<file path="config.mk">
export PLATFORM = sky130hd
export DESIGN_NAME = argmax_head
export DESIGN_NICKNAME = d
export VERILOG_FILES = /design/src/rtl/cnn_pkg.sv /design/src/rtl/argmax_cmp.sv /design/src/rtl/argmax_head.sv
export SDC_FILE = /design/constraint.sdc
export NUM_CORES = 1
export LEC_CHECK = 0
export CAP_MARGIN = 20
export CORE_MARGIN = 8
export CORE_UTILIZATION = 40
export CTS_BUF_LIST = sky130_fd_sc_hd__clkbuf_16
export DETAILED_ROUTE_END_ITERATION = 8
export GPL_TIMING_DRIVEN = 0
export SETUP_SLACK_MARGIN = 0.1
export SYNTH_ARGS = -nofsm -noshare
export SYNTH_HDL_FRONTEND = slang
export SYNTH_SLANG_ARGS = --single-unit
</file>
<file path="constraint.sdc">
create_clock -name clk -period 3.7 [get_ports clk]
set_input_delay 0.74 -clock clk [delete_from_list [all_inputs] [get_ports clk]]
set_output_delay 0.74 -clock clk [all_outputs]
set_load 0.02 [all_outputs]
</file>
<file path="src/rtl/cnn_pkg.sv">
// Constants and types shared between the fully-connected layer and the classifier head.
package cnn_pkg;

    localparam int unsigned SCORE_W     = 16;
    localparam int unsigned NUM_CLASSES = 10;
    localparam int unsigned IDX_W       = 4;

    typedef enum logic [1:0] {
        ACCUM = 2'd0,
        DRAIN = 2'd1,
        HOLD  = 2'd2
    } argmax_state_t;

endpackage

</file>
<file path="src/rtl/argmax_cmp.sv">
// Running-maximum step: folds one indexed score into the current best (strict signed >, ties keep lower index).
module argmax_cmp #(
    parameter int unsigned W  = cnn_pkg::SCORE_W,
    parameter int unsigned IW = cnn_pkg::IDX_W
) (
    input  logic signed [W-1:0]  score,
    input  logic signed [W-1:0]  best,
    input  logic        [IW-1:0] idx,
    input  logic        [IW-1:0] best_idx,
    output logic signed [W-1:0]  best_nxt,
    output logic        [IW-1:0] best_idx_nxt
);

    always_comb begin
        best_nxt     = best;
        best_idx_nxt = best_idx;
        // The first beat of a frame always seeds the maximum.
        if (idx == '0 || score > best) begin
            best_nxt     = score;
            best_idx_nxt = idx;
        end
    end

endmodule

</file>
<file path="src/rtl/argmax_head.sv">
// Classifier output stage: streams class scores, tracks the argmax and hands the winning index downstream.
module argmax_head #(
    parameter int unsigned SCORE_W     = cnn_pkg::SCORE_W,
    parameter int unsigned NUM_CLASSES = cnn_pkg::NUM_CLASSES,
    parameter int unsigned CNT_W       = 16
) (
    input  logic                      clk,
    input  logic                      rst,
    input  logic                      s_valid,
    output logic                      s_ready,
    input  logic signed [SCORE_W-1:0] s_score,
    input  logic                      s_last,
    output logic                      m_valid,
    input  logic                      m_ready,
    output logic [3:0]                numbers,
    output logic                      frame_err,
    output logic [CNT_W-1:0]          frame_cnt
);

    import cnn_pkg::*;

    localparam logic [IDX_W-1:0] LAST_IDX = IDX_W'(NUM_CLASSES - 1);

    argmax_state_t              state_q, state_d;
    logic [IDX_W-1:0]           idx_q, idx_d;
    logic signed [SCORE_W-1:0]  best_q, best_d;
    logic [IDX_W-1:0]           best_idx_q, best_idx_d;
    logic [3:0]                 numbers_d;
    logic                       err_d;
    logic [CNT_W-1:0]           cnt_d;

    logic signed [SCORE_W-1:0]  cmp_best;
    logic [IDX_W-1:0]           cmp_idx;
    logic                       accept_c;

    argmax_cmp #(
        .W  (SCORE_W),
        .IW (IDX_W)
    ) u_cmp (
        .score        (s_score),
        .best         (best_q),
        .idx          (idx_q),
        .best_idx     (best_idx_q),
        .best_nxt     (cmp_best),
        .best_idx_nxt (cmp_idx)
    );

    assign accept_c = s_valid && s_ready;

    // Next-state and datapath decode.
    always_comb begin
        state_d    = state_q;
        idx_d      = idx_q;
        best_d     = best_q;
        best_idx_d = best_idx_q;
        numbers_d  = numbers;
        err_d      = 1'b0;
        cnt_d      = frame_cnt;
        unique case (state_q)
            ACCUM: begin
                if (accept_c) begin
                    if (s_last && idx_q == LAST_IDX) begin
                        numbers_d = 4'(cmp_idx);
                        idx_d     = '0;
                        state_d   = HOLD;
                    end else if (s_last) begin
                        err_d = 1'b1;
                        idx_d = '0;
                    end else if (idx_q == LAST_IDX) begin
                        err_d   = 1'b1;
                        idx_d   = '0;
                        state_d = DRAIN;
                    end else begin
                        best_d     = cmp_best;
                        best_idx_d = cmp_idx;
                        idx_d      = idx_q + IDX_W'(1);
                    end
                end
            end
            DRAIN: begin
                if (accept_c && s_last) begin
                    idx_d   = '0;
                    state_d = ACCUM;
                end
            end
            HOLD: begin
                if (m_ready) begin
                    cnt_d   = frame_cnt + CNT_W'(1);
                    state_d = ACCUM;
                end
            end
            default: state_d = ACCUM;
        endcase
    end

    // All state and outputs registered; handshake flags follow the next state.
    always_ff @(posedge clk or negedge rst) begin
        if (!rst) begin
            state_q    <= ACCUM;
            idx_q      <= '0;
            best_q     <= '0;
            best_idx_q <= '0;
            numbers    <= '0;
            frame_err  <= 1'b0;
            frame_cnt  <= '0;
            s_ready    <= 1'b0;
            m_valid    <= 1'b0;
        end else begin
            state_q    <= state_d;
            idx_q      <= idx_d;
            best_q     <= best_d;
            best_idx_q <= best_idx_d;
            numbers    <= numbers_d;
            frame_err  <= err_d;
            frame_cnt  <= cnt_d;
            s_ready    <= (state_d != HOLD);
            m_valid    <= (state_d == HOLD);
        end
    end

endmodule

</file>
==> results.py <==
metrics = {
    "outcome": {
        "outcome": "finished, final reports clean",
    },
    "clocking": {
        "h-tree-depth": 2,
        "cts_buffer_depth": 2,
        "cts_tree": "done",
        "numCtsBuffers": 5,
        "cts_setup_buffers": 0,
        "cts_hold_buf": 0,
        "insertion_delay_ps": 280,
        "clkTransAtPathRegs_ps": 60,
        "cts_root_buffer": "clkbuf_16",
        "cts.sinks": 49,
        "cts_resized": 0,
    },
    "routing": {
        "firstDrtPassIters": 4,
        "post_drt_via_cell_ratio": 5.15,
        "postRouteAntennaNets": 0,
        "wl_um": 5170,
        "num_vias": 1855,
        "wire_per_inst_um": 14.4,
        "drc": 0,
        "drtIter0Drc": 36,
    },
    "global_route": {
        "grt_max_degree": 37,
        "antenna_found_initial": 0,
        "grt_pass1_vias": 1971,
        "grt_use_total": 0.118,
        "grt_pass1_wl_um": 9380,
        "grt_overflow": 0,
    },
    "power": {
        "ir_drop_mv": 0.279,
        "seqPwrFrac": 0.401,
        "p_leak_nw": 1.60,
        "combPwrFrac": 0.313,
        "power_switching_mw": 0.506,
        "powerDensity_nw_per_um2": 520,
        "swShare": 0.291,
        "power.clock.fraction": 0.286,
        "internal_power_mw": 1.24,
        "power.total_mw": 1.74,
    },
    "die": {
        "die-width_um": 97.3,
        "dieArea_um2": 9470,
        "core_um2": 6390,
        "start_util": 0.414,
        "io-pin-count": 44,
        "row_count": 29,
        "die_y_um": 97.3,
    },
    "synth": {
        "synth_area_per_cell_um2": 11.4,
        "async_reset_ff_frac": 1.00,
        "synth_area_leader_cell": "dfrtp_1",
        "synth_edf_count": 0,
        "synth.distinct_cells": 37,
        "yosysTopAreaCellShare": 0.464,
        "ys.flop_type": "dfrtp_1",
        "synth_area_leaders": "dfrtp_1 46%, mux2_4 10%, ha_1 9.9%",
        "yosysWarningCount": 0,
        "syn_nets": 273,
        "syn_area_um2": 2640,
        "ys_ff_latch": 49,
        "ys_seq_area_frac": 0.464,
        "netlist_instances": 231,
    },
    "timing": {
        "fin_worst_skew_ps": 3.68,
        "relSlewSlack": 0.550,
        "fmax_ghz": 0.308,
        "finalHoldViolCount": 0,
        "finalCritPeriodShare": 0.877,
        "worst_pin_slew_ps": 670,
        "drv_slew": 0,
        "tns_ps": 0,
        "rsz0062_at_grt": "no",
        "post-route-min-period_ps": 3240,
        "fin_ws_ps": 456,
        "setup_viol": 0,
    },
    "place": {
        "post-place-cells": 352,
        "pre_cts_ws_ps": 160,
        "port_buffers": 43,
        "dp_hpwl_um": 3960,
        "place_congestion": 0.731,
    },
    "layout": {
        "drive_gt1_frac": 0.124,
        "n_antenna_cell": 0,
        "area_delta_synth_final_pct": 26.6,
        "layout.nets": 324,
        "final_cell_mix": "49 x dfrtp_1, 42 x clkdlybuf4s50_1, 22 x inv_1, 21 x ha_1, 20 x nand2_1",
        "layout_commonest_cell": "dfrtp_1",
        "finalNonFillerCells": 360,
    },
    "critical_path": {
        "critPathMaxStageDelay_ps": 430,
        "critPathMostFrequentCell": "nor4_2",
        "cp-start-kind": "input port",
        "end_kind": "flop",
        "required_ps": 3860,
        "crit_fanout": 10,
        "path_class": "in -> reg",
        "crit_chain": "clkdlybuf4s50_1, ha_1, nand4_2, nor4_2, a21boi_4, nor4_2, o31ai_4, buf_6, mux2_4",
        "critical_path.top_delay_family": "simple AND/OR/NAND/NOR gates",
        "timing.critical_path.buf_inv": 2,
        "cp.arrival_ps": 3410,
        "cp_slowest_cell": "clkdlybuf4s50_1",
    },
    "hold_path": {
        "hold_path_class": "in -> async",
    },
    "run": {
        "maxCapViolCount": 0,
    },
}
[metal layers]
metal / vias to the layer above / wire, um / share of wire / global-route usage
met5: - / 0 / 0 / 0
li1: 929 / - / - / -
met2: 15 / 2590 / 0.50 / 0.201
met4: 0 / 56 / 0.011 / 0.0385
met1: 909 / 2390 / 0.46 / 0.142
met3: 2 / 142 / 0.027 / 0.0270
[cell families after synthesis]
logic type / after synthesis / share of synthesized area
AOI/OAI and AO/OA: 37 / 0.105
muxes: 19 / 0.106
xor gates and xnor gates: 15 / 0.0497
buffers and inverters: 23 / 0.0383
and+or+nand+nor: 67 / 0.138
adders and majority gates: 21 / 0.0994
DFF: 49 / 0.464
[metrics by stage]
| step | utilization | hold slack (ps) | instance area, um^2 |
|---|---|---|---|
| 2_1_floorplan | - | 444 | 2640 |
| 3_3_place_gp | 0.496 | 460 | 3170 |
| 3_5_place_dp | 0.499 | 466 | 3190 |
| 4_1_cts | 0.524 | 364 | 3350 |
| 5_1_grt | 0.524 | 371 | 3350 |
| 6_report | 0.524 | 355 | 3350 |
[layout make-up]
| type | count | area, um^2 |
|---|---|---|
| Tap cell | 77 | 96.3 |
| Buffer | 2 | 22.5 |
| Inverter | 21 | 78.8 |
| Sequential cell | 49 | 1230 |
| Clock inverter | 3 | 37.5 |
| Fill cell | 589 | 3040 |
| Clock buffer | 5 | 125 |
| Timing Repair Buffer | 44 | 445 |
| Multi-Input combinational cell | 159 | 1320 |
[power by group through the flow]
stage / Clock [mW] / Combinational [mW] / Sequential, mW
floorplan: 0 / 0.427 / 0.693
global placement: 0 / 0.538 / 0.703
detailed placement: 0 / 0.549 / 0.705
CTS: 0.518 / 0.553 / 0.698
global route: 0.539 / 0.621 / 0.713
finish: 0.499 / 0.545 / 0.699
[final timing paths]
| kind | start | endpoint | slack, ps | cells after the start |
|---|---|---|---|---|
| setup / recovery | s_score[15] | best_q[13] | 460 | 9 |
| min in group clk | frame_cnt[15] | frame_cnt[15] | 470 | 1 |
| setup reg to reg | best_q[15] | best_q[13] | 990 | 9 |
| max in group asynchronous | rst | best_q[5] | 2850 | 2 |
| hold reg to reg | frame_cnt[15] | frame_cnt[15] | 470 | 1 |
| hold / removal | rst | best_q[9] | 360 | 1 |
[flip-flops by register name, indices dropped and copies added, names as in the netlist]
signal      flops
best_idx_q      4
best_q         16
frame_cnt      16
frame_err       1
idx_q           4
m_valid         1
numbers         4
s_ready         1
state_q         2
[Yosys cell counts, types with 2 or more instances]
cell	count
a41oi_1	2
ha_1	21
nor4_2	2
nor2_1	6
and3_1	6
a32o_1	2
buf_6	2
a221o_1	2
inv_1	21
dfrtp_1	49
o21ai_0	6
nand3_1	10
nor2b_1	2
a21o_1	2
a21oi_1	11
nand4_1	4
a31oi_1	2
nand2_1	20
o31ai_1	5
and2_1	6
mux2_4	18
xnor2_1	12
xor2_1	3
nor3_1	4
No activity file was read; power rests on OpenSTA's default activity.
